[src/rtl/truth_table_scan_if.sv]
// Handshake and result bundle for truth_table_scan.
//   master : the requester / block-under-scan side (drives start and z)
//   slave  : the scanner itself (drives the stimulus vector and results)
// Signals:
//   start      - request a full 32-vector scan
//   z          - response of the combinational block under scan
//   a..e       - stimulus vector, {a,b,c,d,e} = current index, a is MSB
//   busy       - scan in progress
//   done       - one-cycle pulse at scan completion
//   scan_table - captured truth table, bit i = z for vector i
//                (named scan_table because "table" is a reserved word)
//   ones       - number of 1s in scan_table (0..32)
//   parity     - XOR of all scan_table bits, only with SCAN_PARITY_EN
interface truth_table_scan_if;
  logic        start;
  logic        z;
  logic        a, b, c, d, e;
  logic        busy;
  logic        done;
  logic [31:0] scan_table;
  logic [5:0]  ones;
`ifdef SCAN_PARITY_EN
  logic        parity;

  modport master (output start, z,
                  input  a, b, c, d, e, busy, done, scan_table, ones, parity);
  modport slave  (input  start, z,
                  output a, b, c, d, e, busy, done, scan_table, ones, parity);
`else
  modport master (output start, z,
                  input  a, b, c, d, e, busy, done, scan_table, ones);
  modport slave  (input  start, z,
                  output a, b, c, d, e, busy, done, scan_table, ones);
`endif
endinterface

[src/rtl/truth_table_scan.sv]
// truth_table_scan: walks a 5-input combinational block through all 32
// input vectors, holds each vector SETTLE+1 cycles and captures the response
// z into a 32-bit truth table together with a population count.
// Ports:
//   clk  - sole clock, rising edge
//   rst  - synchronous, active-high reset
//   bus  - truth_table_scan_if.slave (start, z in; a..e, busy, done,
//          scan_table, ones [, parity] out)
// Parameters:
//   SETTLE - cycles a vector is held before z is sampled (legal 1..15)
// Optional feature:
//   SCAN_PARITY_EN - when defined, bus.parity = XOR of all table bits
module truth_table_scan #(
  parameter int SETTLE = 2
) (
  input  logic             clk,
  input  logic             rst,
  truth_table_scan_if.slave bus
);

  typedef enum logic [1:0] {IDLE, DRIVE, SAMPLE, DONE} state_t;

  localparam logic [3:0] SETTLE_LAST = 4'(SETTLE - 1);

  state_t      state, state_n;
  logic [4:0]  idx;
  logic [3:0]  settle_cnt;
  logic [31:0] scan_table;
  logic [5:0]  ones;
  logic [4:0]  vec;
  logic        busy;
  logic        done;

  always_ff @(posedge clk) begin
    if (rst) state <= IDLE;
    else     state <= state_n;
  end

  always_comb begin
    state_n = state;
    case (state)
      IDLE:    if (bus.start) state_n = DRIVE;
      DRIVE:   if (settle_cnt == SETTLE_LAST) state_n = SAMPLE;
      SAMPLE:  state_n = (idx == 5'd31) ? DONE : DRIVE;
      DONE:    state_n = IDLE;
      default: state_n = IDLE;
    endcase
  end

  // Outputs are registered from the current state, so the visible vector,
  // busy and done trail the state register by one cycle. The vector index
  // is constant across DRIVE and SAMPLE, so the block under scan still sees
  // each vector for SETTLE cycles before z is taken in SAMPLE.
  always_ff @(posedge clk) begin
    if (rst) begin
      idx        <= '0;
      settle_cnt <= '0;
      scan_table <= '0;
      ones       <= '0;
      vec        <= '0;
      busy       <= 1'b0;
      done       <= 1'b0;
    end else begin
      vec  <= (state == DRIVE || state == SAMPLE) ? idx : 5'd0;
      busy <= (state == DRIVE || state == SAMPLE);
      done <= (state == DONE);
      case (state)
        IDLE: begin
          if (bus.start) begin
            scan_table <= '0;
            ones       <= '0;
            idx        <= '0;
            settle_cnt <= '0;
          end
        end
        DRIVE: begin
          if (settle_cnt != SETTLE_LAST) settle_cnt <= settle_cnt + 4'd1;
        end
        SAMPLE: begin
          scan_table[idx] <= bus.z;
          ones            <= ones + 6'(bus.z);
          // idx stops at 31; DONE follows and no vector is revisited.
          if (idx != 5'd31) begin
            idx        <= idx + 5'd1;
            settle_cnt <= '0;
          end
        end
        default: ;
      endcase
    end
  end

  assign {bus.a, bus.b, bus.c, bus.d, bus.e} = vec;
  assign bus.busy       = busy;
  assign bus.done       = done;
  assign bus.scan_table = scan_table;
  assign bus.ones       = ones;

`ifdef SCAN_PARITY_EN
  // Table is cleared on reset and on start, so parity is 0 then and final
  // once the last SAMPLE has written its bit.
  assign bus.parity = ^scan_table;
`endif

endmodule

[src/flat_wrapper.sv]
// flat-port wrapper written by rule: the top's interface ports become plain ports
module truth_table_scan_flat 
#(
  parameter int SETTLE = 2
)
  (clk, rst, bus_start, bus_z, bus_a, bus_b, bus_c, bus_d, bus_e, bus_busy, bus_done, bus_scan_table, bus_ones);
  truth_table_scan_if bus_i ();
  input  logic clk;
  input  logic rst;
  input wire logic [$bits(bus_i.start)-1:0] bus_start;
  input wire logic [$bits(bus_i.z)-1:0] bus_z;
  output wire logic [$bits(bus_i.a)-1:0] bus_a;
  output wire logic [$bits(bus_i.b)-1:0] bus_b;
  output wire logic [$bits(bus_i.c)-1:0] bus_c;
  output wire logic [$bits(bus_i.d)-1:0] bus_d;
  output wire logic [$bits(bus_i.e)-1:0] bus_e;
  output wire logic [$bits(bus_i.busy)-1:0] bus_busy;
  output wire logic [$bits(bus_i.done)-1:0] bus_done;
  output wire logic [$bits(bus_i.scan_table)-1:0] bus_scan_table;
  output wire logic [$bits(bus_i.ones)-1:0] bus_ones;
  assign bus_i.start = bus_start;
  assign bus_i.z = bus_z;
  assign bus_a = bus_i.a;
  assign bus_b = bus_i.b;
  assign bus_c = bus_i.c;
  assign bus_d = bus_i.d;
  assign bus_e = bus_i.e;
  assign bus_busy = bus_i.busy;
  assign bus_done = bus_i.done;
  assign bus_scan_table = bus_i.scan_table;
  assign bus_ones = bus_i.ones;
  truth_table_scan #(.SETTLE(SETTLE)) u_core (.clk(clk), .rst(rst), .bus(bus_i));
endmodule
[config.mk]
export PLATFORM = sky130hd
export DESIGN_NAME = truth_table_scan_flat
export DESIGN_NICKNAME = d
export VERILOG_FILES = /design/src/rtl/truth_table_scan_if.sv /design/src/rtl/truth_table_scan.sv /design/src/flat_wrapper.sv
export SDC_FILE = /design/constraint.sdc
export NUM_CORES = 1
export LEC_CHECK = 0
export ABC_AREA = 1
export CAP_MARGIN = 20
export CELL_PAD_IN_SITES_DETAIL_PLACEMENT = 1
export CELL_PAD_IN_SITES_GLOBAL_PLACEMENT = 1
export CORE_MARGIN = 2
export CORE_UTILIZATION = 41
export DETAILED_ROUTE_END_ITERATION = 16
export GPL_TIMING_DRIVEN = 0
export PLACE_DENSITY_LB_ADDON = 0.3
export SYNTH_ARGS = -nofsm -noshare
export SYNTH_HDL_FRONTEND = slang
export SYNTH_SLANG_ARGS = --single-unit
[constraint.sdc]
create_clock -name clk -period 4.05 [get_ports clk]
set_clock_uncertainty 0.05 [all_clocks]
set_input_delay 0.81 -clock clk [delete_from_list [all_inputs] [get_ports clk]]
set_output_delay 0.81 -clock clk [all_outputs]
set_load 0.005 [all_outputs]
==> metrics.txt <==
outcome finished, final reports clean; Starting Density 0.418; Synthesized Nets between 400 and 500; Leak ~1.4 nW; clock buffer depth 2; Die Footprint around 7500 sq um; Max Freq 463 MHz; Post-Syn Area ~2800 sq um; dominant cell type by area after synthesis dfxtp_1; CTS Root Cell clkbuf_8; final max-slew violation count 0; M1 wire length 3.50 mm; CP Class reg2out; Die Width 86.6 um; critical path peak fanout 6; max incr delay on CP 540 ps; Synth Register Bits 56; HPWL after DPL 5.44 mm; met3 routed WL 217 um; via count around 2600; critical path capture point type primary output; Synth top area share 0.401; vias in the first global route 2636; per-cell routed wire length roughly 14 um; Reg clk slew, reported paths 100 ps; Arr. time, crit path 1300 ps; total CTS buffers 5; max_cap viols 0; GRT overflow 0; sequential cell area 1120 sq um; antenna diode count 0; required time worst endpoint 3190 ps; core area 6680 sq um; critical hold path startpoint u_core.bus.ones[0]; post-cts resize count 0; actual slew at the worst max-slew pin 501 ps; Post-route DRC 0; Total GRT Usage 0.209; wire length on met2 3.71 mm; Setup Fix Bufs, Post-CTS 0; DRT iter0 DRCs 69; area of the multi-input gates 1460 sq um; worst vdd ir approximately 0.17 mV; Post-DRT Antenna Nets 0; # rows 30; register area share after synthesis 0.401; crit share post-route 0.534; RSZ-0062 raised after global routing false; first-pass GRT wire length 12.5 mm; startpoint types register; final setup TNS 0 ps; layout cells sized above 1 0.0995; Worst-Skew Late Latency 310 ps; FF-to-FF Start u_core.idx[0]; Hold Fails Final Rpt 0; largest net degree at the start of global routing 18; headroom to the max-slew limit 0.666; CTS tree yes; CP startpoint u_core.bus.ones[3]; PortBufs 47; Initial DRT Pass Iterations 4; IO Count just under 50; fillers 877; Final Core Density 0.517; uppermost routed layer met4; Synth warnings 0; WL final around 7.5 mm; synthesized instance count 387; Die Y-Extent 86.6 um; Worst Path Buf+Inv 1; # nets final 460; synthesized area per cell 7.22 sq um; Area Growth Syn to Fin 23.6%; CP max stage cell clkdlybuf4s50_1; routability cong. 0.794; Critical Path, Cell by Cell clkdlybuf4s50_1; H-tree depth 2; fin crit period ~2200 ps; DR vias/cell 5.04; Final setup viols 0; worst min path class reg2reg; delay-heaviest family, CP buffers and inverters; Power Dens Cells 436 nW/um^2; CTS Sinks 56; Synth area leaders dfxtp_1 (40%), nand2_1 (14%), nor2_1 (12%); hold buffers post-CTS 0; Netlist cell types 26; initial antenna violation count 0
state kept, by name, summed over array words and instances, names as in the netlist:
| name | cells |
|---|---|
| u_core.settle_cnt | 4 |
| u_core.bus.ones | 6 |
| u_core.state | 2 |
| u_core.bus.done | 1 |
| u_core.idx | 5 |
| u_core.bus.busy | 1 |
| u_core.vec | 5 |
| u_core.bus.scan_table | 32 |
worst min-delay path, cell delays in order (launching register included):
cell     delay (ps)
dfxtp_1         340
nand2_1          70
a21oi_1          50
cells in the final DEF, fill, tap and decap left out, types with 4 or more instances in the layout:
cell / n
nand2_4: 5
clkbuf_8: 5
clkdlybuf4s50_1: 47
buf_2: 4
dfxtp_1: 56
a21oi_1: 34
ha_1: 15
a21oi_2: 10
nand4_1: 5
inv_1: 24
nand2_1: 101
nor2_1: 87
nand3_1: 18
power breakdown:
part	total (W)	switching, W	internal, W
combinational	0.000567	0.000366	0.000201
sequential	0.000622	0.0000369	0.000585
clock	0.000318	0.000195	0.000124
through the flow:
step                instance area, sq um  cells  hold WS [ps]  power, W  setup slack, ps
finish                              3450    522           447   0.00151             1890
global route                        3450    522           463   0.00160             1830
CTS                                 3450    522           453   0.00152             1880
detailed placement                  3370    514           432   0.00120             1830
global placement                    3370    514           423   0.00118             1860
floorplan                           2800    387           418   0.00105             2450
worst paths after layout:
kind	end	slack, ps	depth (start not counted)
worst max-delay path	bus_ones[3]	1890	1
worst min-delay path	u_core.bus.ones[0]	450	2
worst max register to register	u_core.settle_cnt[3]	2240	11
worst min register to register	u_core.bus.ones[0]	450	2
logic make-up (layout without fill, tap and decap cells):
| kind of cell | count (synthesis) | after routing | share of synthesized area |
|---|---|---|---|
| flops | 56 | 56 | 0.401 |
| fa+ha+maj | 15 | 15 | 0.0671 |
| simple gates | 228 | 228 | 0.356 |
| compound gates | 48 | 48 | 0.0994 |
| buf+inv | 40 | 95 | 0.0761 |
metal layers:
metal | global-route usage | vias up
met1 | 0.273 | 1256
met4 | 0.0412 | 0
met5 | 0 | -
li1 | - | 1329
met3 | 0.0305 | 6
met2 | 0.368 | 39
cells in the mapped netlist, drive strengths merged:
cell and count:
nand2 111, nor2 87, dfxtp 56, a21oi 44
inv 27, nand3 19, ha 15, buf 11
nand4 6, nor3 4, o21ai 4, clkbuf 2
and3 1
layout make-up:
| type | instances | area share |
|---|---|---|
| clock buffers | 6 | 0.0210 |
| clock inverters | 2 | 0.00471 |
| inverters | 27 | 0.0293 |
| multi-input cells | 291 | 0.423 |
| well taps | 80 | 0.0290 |
| flip-flops and latches | 56 | 0.325 |
| repair buffers | 47 | 0.136 |
| plain buffers | 13 | 0.0322 |
Note: power is estimated with default switching activity, not from simulation.
